===== src/rtl/wb_pkg.sv =====
`default_nettype none
// ============================================================================
// Module      : wb_pkg
// Description : Shared constants and types for the write-back arbiter.
// Revision    : 1.0  initial release
// ============================================================================
package wb_pkg;

    localparam int c_ADDR_WIDTH = 5;
    localparam int c_DATA_WIDTH = 64;

    typedef struct packed {
        logic [c_ADDR_WIDTH-1:0] rd;
        logic [c_DATA_WIDTH-1:0] data;
    } wb_req_t;

    typedef enum logic {
        SRC_ALU = 1'b0,
        SRC_LSU = 1'b1
    } wb_src_e;

endpackage : wb_pkg
`default_nettype wire


===== src/rtl/wb_fifo.sv =====
`default_nettype none
// ============================================================================
// Module      : wb_fifo
// Description : Two-entry FIFO buffering ALU write-back requests.
// Revision    : 1.0  initial release
// ============================================================================
module wb_fifo
    import wb_pkg::*;
#(
    parameter int WIDTH = c_ADDR_WIDTH + c_DATA_WIDTH
) (
    input  logic             clk,
    input  logic             rst,
    input  logic             push_i,
    input  logic [WIDTH-1:0] push_data_i,
    input  logic             pop_i,
    output logic [1:0]       count_o,
    output logic [WIDTH-1:0] head_o
);

    logic [WIDTH-1:0] mem_q [2];
    logic             wr_ptr_q;
    logic             rd_ptr_q;
    logic [1:0]       count_q;
    logic             w_push;
    logic             w_pop;

    // Guard against overflow/underflow even if the caller misbehaves.
    assign w_push = push_i && (count_q != 2'd2);
    assign w_pop  = pop_i  && (count_q != 2'd0);

    always_ff @(posedge clk) begin
        if (w_push) begin
            mem_q[wr_ptr_q] <= push_data_i;
        end
    end

    always_ff @(posedge clk) begin
        if (rst) begin
            wr_ptr_q <= 1'b0;
            rd_ptr_q <= 1'b0;
            count_q  <= 2'd0;
        end else begin
            if (w_push) begin
                wr_ptr_q <= ~wr_ptr_q;
            end
            if (w_pop) begin
                rd_ptr_q <= ~rd_ptr_q;
            end
            case ({w_push, w_pop})
                2'b10:   count_q <= count_q + 2'd1;
                2'b01:   count_q <= count_q - 2'd1;
                default: count_q <= count_q;
            endcase
        end
    end

    assign count_o = count_q;
    assign head_o  = mem_q[rd_ptr_q];

endmodule : wb_fifo
`default_nettype wire


===== src/rtl/wb_arbiter.sv =====
`default_nettype none
// ============================================================================
// Module      : wb_arbiter
// Description : Round-robin merge of ALU and LSU results onto the register
//               file write port, with a per-register pending-write scoreboard.
// Revision    : 1.0  initial release
// ============================================================================
module wb_arbiter
    import wb_pkg::*;
#(
    parameter int ADDR_WIDTH = c_ADDR_WIDTH,
    parameter int DATA_WIDTH = c_DATA_WIDTH
) (
    input  logic                     clk,
    input  logic                     rst,
    input  logic                     alu_valid,
    output logic                     alu_ready,
    input  logic [ADDR_WIDTH-1:0]    alu_rd,
    input  logic [DATA_WIDTH-1:0]    alu_data,
    input  logic                     lsu_valid,
    output logic                     lsu_ready,
    input  logic [ADDR_WIDTH-1:0]    lsu_rd,
    input  logic [DATA_WIDTH-1:0]    lsu_data,
    input  logic                     mark_valid,
    input  logic [ADDR_WIDTH-1:0]    mark_rd,
    output logic                     rf_wen,
    output logic [ADDR_WIDTH-1:0]    rf_waddr,
    output logic [DATA_WIDTH-1:0]    rf_wdata,
    output logic [2**ADDR_WIDTH-1:0] busy,
    output logic                     idle
);

    localparam int c_NREGS = 2**ADDR_WIDTH;
    localparam int c_REQ_W = ADDR_WIDTH + DATA_WIDTH;

    logic [1:0]            w_fifo_count;
    logic [c_REQ_W-1:0]    w_fifo_head;
    logic [ADDR_WIDTH-1:0] w_head_rd;
    logic [DATA_WIDTH-1:0] w_head_data;
    logic                  w_fifo_has;
    logic                  w_push;
    logic                  w_grant_alu;
    logic                  w_grant_lsu;

    wb_src_e               last_grant_q, last_grant_d;
    logic                  rf_wen_q,     rf_wen_d;
    logic [ADDR_WIDTH-1:0] rf_waddr_q,   rf_waddr_d;
    logic [DATA_WIDTH-1:0] rf_wdata_q,   rf_wdata_d;
    logic [c_NREGS-1:0]    busy_q,       busy_d;

    // Readiness comes from registered occupancy only, never from this cycle's pop.
    assign alu_ready = (w_fifo_count != 2'd2);
    assign w_push    = alu_valid && alu_ready;

    wb_fifo #(
        .WIDTH (c_REQ_W)
    ) u_fifo (
        .clk         (clk),
        .rst         (rst),
        .push_i      (w_push),
        .push_data_i ({alu_rd, alu_data}),
        .pop_i       (w_grant_alu),
        .count_o     (w_fifo_count),
        .head_o      (w_fifo_head)
    );

    assign w_head_rd   = w_fifo_head[c_REQ_W-1 -: ADDR_WIDTH];
    assign w_head_data = w_fifo_head[DATA_WIDTH-1:0];
    assign w_fifo_has  = (w_fifo_count != 2'd0);

    // On a tie the source that did not win last time is granted.
    assign w_grant_alu = w_fifo_has && (!lsu_valid  || (last_grant_q == SRC_LSU));
    assign w_grant_lsu = lsu_valid  && (!w_fifo_has || (last_grant_q == SRC_ALU));
    assign lsu_ready   = w_grant_lsu;

    always_comb begin
        last_grant_d = last_grant_q;
        rf_wen_d     = 1'b0;
        rf_waddr_d   = rf_waddr_q;
        rf_wdata_d   = rf_wdata_q;
        busy_d       = busy_q;

        if (w_grant_alu) begin
            last_grant_d = SRC_ALU;
            rf_wen_d     = (w_head_rd != '0);
            rf_waddr_d   = w_head_rd;
            rf_wdata_d   = w_head_data;
        end else if (w_grant_lsu) begin
            last_grant_d = SRC_LSU;
            rf_wen_d     = (lsu_rd != '0);
            rf_waddr_d   = lsu_rd;
            rf_wdata_d   = lsu_data;
        end

        // Set after clear: a same-cycle mark belongs to a newer producer.
        if (rf_wen_q) begin
            busy_d[rf_waddr_q] = 1'b0;
        end
        if (mark_valid && (mark_rd != '0)) begin
            busy_d[mark_rd] = 1'b1;
        end
        busy_d[0] = 1'b0;
    end

    always_ff @(posedge clk) begin
        if (rst) begin
            last_grant_q <= SRC_LSU;
            rf_wen_q     <= 1'b0;
            rf_waddr_q   <= '0;
            rf_wdata_q   <= '0;
            busy_q       <= '0;
        end else begin
            last_grant_q <= last_grant_d;
            rf_wen_q     <= rf_wen_d;
            rf_waddr_q   <= rf_waddr_d;
            rf_wdata_q   <= rf_wdata_d;
            busy_q       <= busy_d;
        end
    end

    assign rf_wen   = rf_wen_q;
    assign rf_waddr = rf_waddr_q;
    assign rf_wdata = rf_wdata_q;
    assign busy     = busy_q;
    assign idle     = !w_fifo_has && !rf_wen_q;

endmodule : wb_arbiter
`default_nettype wire


===== config.mk =====
export PLATFORM = sky130hd
export DESIGN_NAME = wb_arbiter
export DESIGN_NICKNAME = d
export VERILOG_FILES = /design/src/rtl/wb_pkg.sv /design/src/rtl/wb_fifo.sv /design/src/rtl/wb_arbiter.sv
export SDC_FILE = /design/constraint.sdc
export NUM_CORES = 1
export LEC_CHECK = 0
export ABC_CLOCK_PERIOD_IN_PS = 4200
export BUFFER_PORTS_ARGS = -buffer_cell sky130_fd_sc_hd__buf_2
export CAP_MARGIN = 20
export CORE_UTILIZATION = 40
export DETAILED_ROUTE_END_ITERATION = 8
export PLACE_DENSITY_LB_ADDON = 0.12
export SKIP_CTS_REPAIR_TIMING = 1
export SYNTH_ARGS = -nofsm -noshare
export SYNTH_HDL_FRONTEND = slang
export SYNTH_HIERARCHICAL = 1
export SYNTH_SLANG_ARGS = --single-unit

===== constraint.sdc =====
create_clock -name clk -period 4.2 [get_ports clk]
set_input_delay 0.63 -clock clk [delete_from_list [all_inputs] [get_ports clk]]
set_output_delay 0.63 -clock clk [all_outputs]
set_load 0.02 [all_outputs]

==> summary.txt <==
Critical path
  – Largest fanout on the critical path: 35
  – Worst-path cell chain: or2_2 -> buf_4 -> nor2_1 -> buf_2
  – Worst Path Required: 3570 ps
  – Worst setup SP type: flip-flop
  – Critical R2R Launch: u_fifo/count_o[0]
  – Critical Path Sink: idle
  – Slowest Stage Delay on Critical Path: ~520 ps
  – CP max-delay cell: dfxtp_1
  – Flop-to-flop setup slack: 2010 ps
  – CP top delay family: buffers and inverters
  – Critical path depth: 4
  – Critical path arrival: approximately 1900 ps
  – Setup crit end kind: primary output
  – Worst r2r dst: u_fifo/mem_q[0][16]
  – Crit path launch: u_fifo/count_o[0]
  – Kind of critical path: flip-flop to primary output
  – Reg2Reg Depth: 5
  – Buf/Inv on CP: 2

Power
  – VDD IR max: around 320 uV
  – Leakage power: approximately 4.8 nW
  – PwrDens: ~700 nW/um^2

Global routing
  – Gr ovfl total: 0
  – Global routing usage on met1: 26.18%
  – Vias in the first global route: approximately 7000
  – Total GRT Usage: between 10% and 20%
  – Met2 Usage GRT: 30.74%
  – First-pass GRT wire length: around 39000 um
  – Initial antenna violation count: 5
  – Largest net degree at the start of global routing: 70
  – Busiest grt layer: met2
  – Grt met3 use: between 3 and 4%

STA
  – Tcrit/Tclk final: between 50% and 60%
  – Hold_ws: about 290 ps
  – Unrepaired setup endpoints after global routing: false
  – Worst-margin pin slew: 943.6 ps
  – Count of final setup violators: 0
  – Final Critical Period: 2505 ps
  – Fmax achieved: between 300 and 400 MHz
  – Slew Limit Fails: 0
  – Final hold viol count: 0
  – Setup TNS: 0 ps
  – Max_slew headroom: a little under two fifths
  – Clock Skew: between 10 and 15 ps

Synthesis
  – Cell taking the most area after synthesis: edfxtp_1
  – Post-synth ARST share: 0%
  – Yosys reg bits: 245
  – Ys Warns: 6
  – Most instantiated library cell after synthesis: edfxtp_1
  – Ys flop type: edfxtp_1
  – Number of enable flip-flop cells after synthesis: approximately 140
  – Synth top cells by count: edfxtp_1 (138), dfxtp_1 (107), o21ai_0 (85), nor2_1 (74), nand3_1 (72)
  – Post-Syn Instances: 813
  – Mean Syn Cell Area: roughly 13 sq um
  – Synthesized cell area: 10210 sq um
  – Register area share after synthesis: around three fifths
  – Synth cell types: 40
  – Largest cells by area after synthesis: edfxtp_1 (41%), dfxtp_1 (21%), a311oi_2 (8.8%), mux2_2 (7.6%), o21ai_0 (4.2%)
  – Synth top area share: between 40% and 50%
  – Mapped Nets: roughly 960

Die
  – Die width: between 150 and 200 um
  – Die area: roughly 26000 sq um
  – Core area: ~25000 sq um
  – Die Ht: between 150 and 200 um
  – Num rows: 58
  – Initial Utilization: 40.65%
  – I/O pin count: 253

Place
  – DPL Wire Length: roughly 16000 um
  – GP Congestion: just under 0.8
  – IO Port Bufs: about 250
  – Placed Instance Area: 11650 sq um

Final layout
  – Share of post-route cells with drive strength above 1: 41.90%
  – Nets: between 1000 and 1500
  – Fill cells: around 2300
  – Finished Cell Area: roughly 13000 sq um
  – Synth-to-Final Area Change: 23.50%

CTS
  – CTS clock-pin slew for the worst setup and hold paths: roughly 60 ps
  – Clock latency on the worst-skew pair: ~530 ps
  – CTS max path bufs: 3
  – TritonCTS clock tree: yes
  – Num CTS Buffers: 28
  – CTS H-tree lvls: 1
  – Clk root buf: clkbuf_16
  – Clock Sinks: 245

Route
  – Vias/cell: 5.196
  – Pre-Repair DR Iteration Count: 4
  – Post-Route WL: 25630 um
  – Routed len/inst: 18.37 um
  – Via count: approximately 7200
  – Routed Antenna Nets: 0
  – DR DRC count: 0
  – DR iter-0 viols: 559

Status
  – Outcome: finished, final reports clean

Min path
  – HP Class: primary input to flip-flop

Job
  – Maxcap violations: 0
kinds of logic after synthesis:
logic type,after synthesis,share of synthesized area [%]
flip-flops,245,61.58
AND/OR/NAND/NOR,214,10.00
AO/OA/AOI/OAI,208,16.52
buffers and inverters,72,3.861
multiplexers,69,7.612
XOR/XNOR,3,0.2575
adder cells (fa/ha/maj),1,0.1226
other,1,0.03674
area by class of cell:
type                       instances  area [sq um]  area share, %
antenna                            3         7.507        0.05955
inverter                           3         12.51        0.09926
clock inverter                     9         141.4          1.122
multi-input combinational        496          3550          28.16
clock buffer                      43         808.3          6.412
tap                              330         412.9          3.275
timing repair buffer             266          1384          10.98
sequential                       245          6290          49.90
worst register-to-register path, stage by stage, from the launching register on:
cell	delay, ps
dfxtp_1	520
nand2b_1	200
and2_1	180
nand3_1	120
clkinv_2	370
buf_4	440
power breakdown:
| group | internal (mW) | switching, mW |
|---|---|---|
| clock | 1.56 | 0.925 |
| combinational | 1.05 | 1.83 |
| sequential | 3.12 | 0.276 |
registers in the layout (all words and copies together) (netlist names), named ones only:
name             cells
rf_wen               1
busy                31
u_fifo/mem_q       138
u_fifo/wr_ptr_q      1
rf_waddr             5
rf_wdata            64
u_fifo/count_o       2
u_fifo/rd_ptr_q      1
last_grant_q         1
worst min path at each step:
stage                                      to    startpoint  slack (ps)  depth (start not counted)
after floorplan                  last_grant_q  last_grant_q         450                          1
after global placement               busy[26]      busy[26]         460                          2
after detailed placement             busy[29]      busy[29]         470                          2
after CTS                 u_fifo/mem_q[0][19]  alu_data[19]         260                          1
after global routing      u_fifo/mem_q[0][56]  alu_data[56]         260                          1
final                     u_fifo/mem_q[0][19]  alu_data[19]         290                          1
cells in the final DEF, fill, tap and decap left out, drive strengths merged, types with 2 or more instances in the layout:
cell type,synthesis,layout
buf,37,266
edfxtp,138,138
dfxtp,107,107
o21ai,102,102
nor2,75,75
nand3,72,72
mux2,69,69
a311oi,69,69
clkbuf,32,43
nand2,33,33
a21oi,33,33
clkinv,0,6
and3b,5,5
nand3b,5,5
nor3b,4,4
or3b,4,4
bufinv,0,4
diode,0,3
nand2b,3,3
or3,3,3
inv,3,2
and2,2,2
and3,2,2
or4,2,2
xnor2,2,2
stage by stage:
| step | power (mW) | setup slack (ps) | util [%] | cells |
|---|---|---|---|---|
| finish | 8.760 | 1695 | 50.20 | 1395 |
| global route | 9.242 | 1584 | 50.17 | 1392 |
| CTS | 8.877 | 1643 | 50.17 | 1392 |
| detailed placement | 6.366 | 1847 | 46.39 | 1340 |
| global placement | 6.342 | 1909 | 46.39 | 1340 |
| floorplan | 5.568 | 1008 | - | 813 |
per-layer routing:
layer  part of all wire [%]  wire, um  up-vias
met2                     46     11830      213
met3                    5.8      1487       47
met1                     46     11790     3449
met5                   0.13        34        -
li1                       -         -     3533
met4                    1.9       489        6
(Power assumes the default switching activity.)
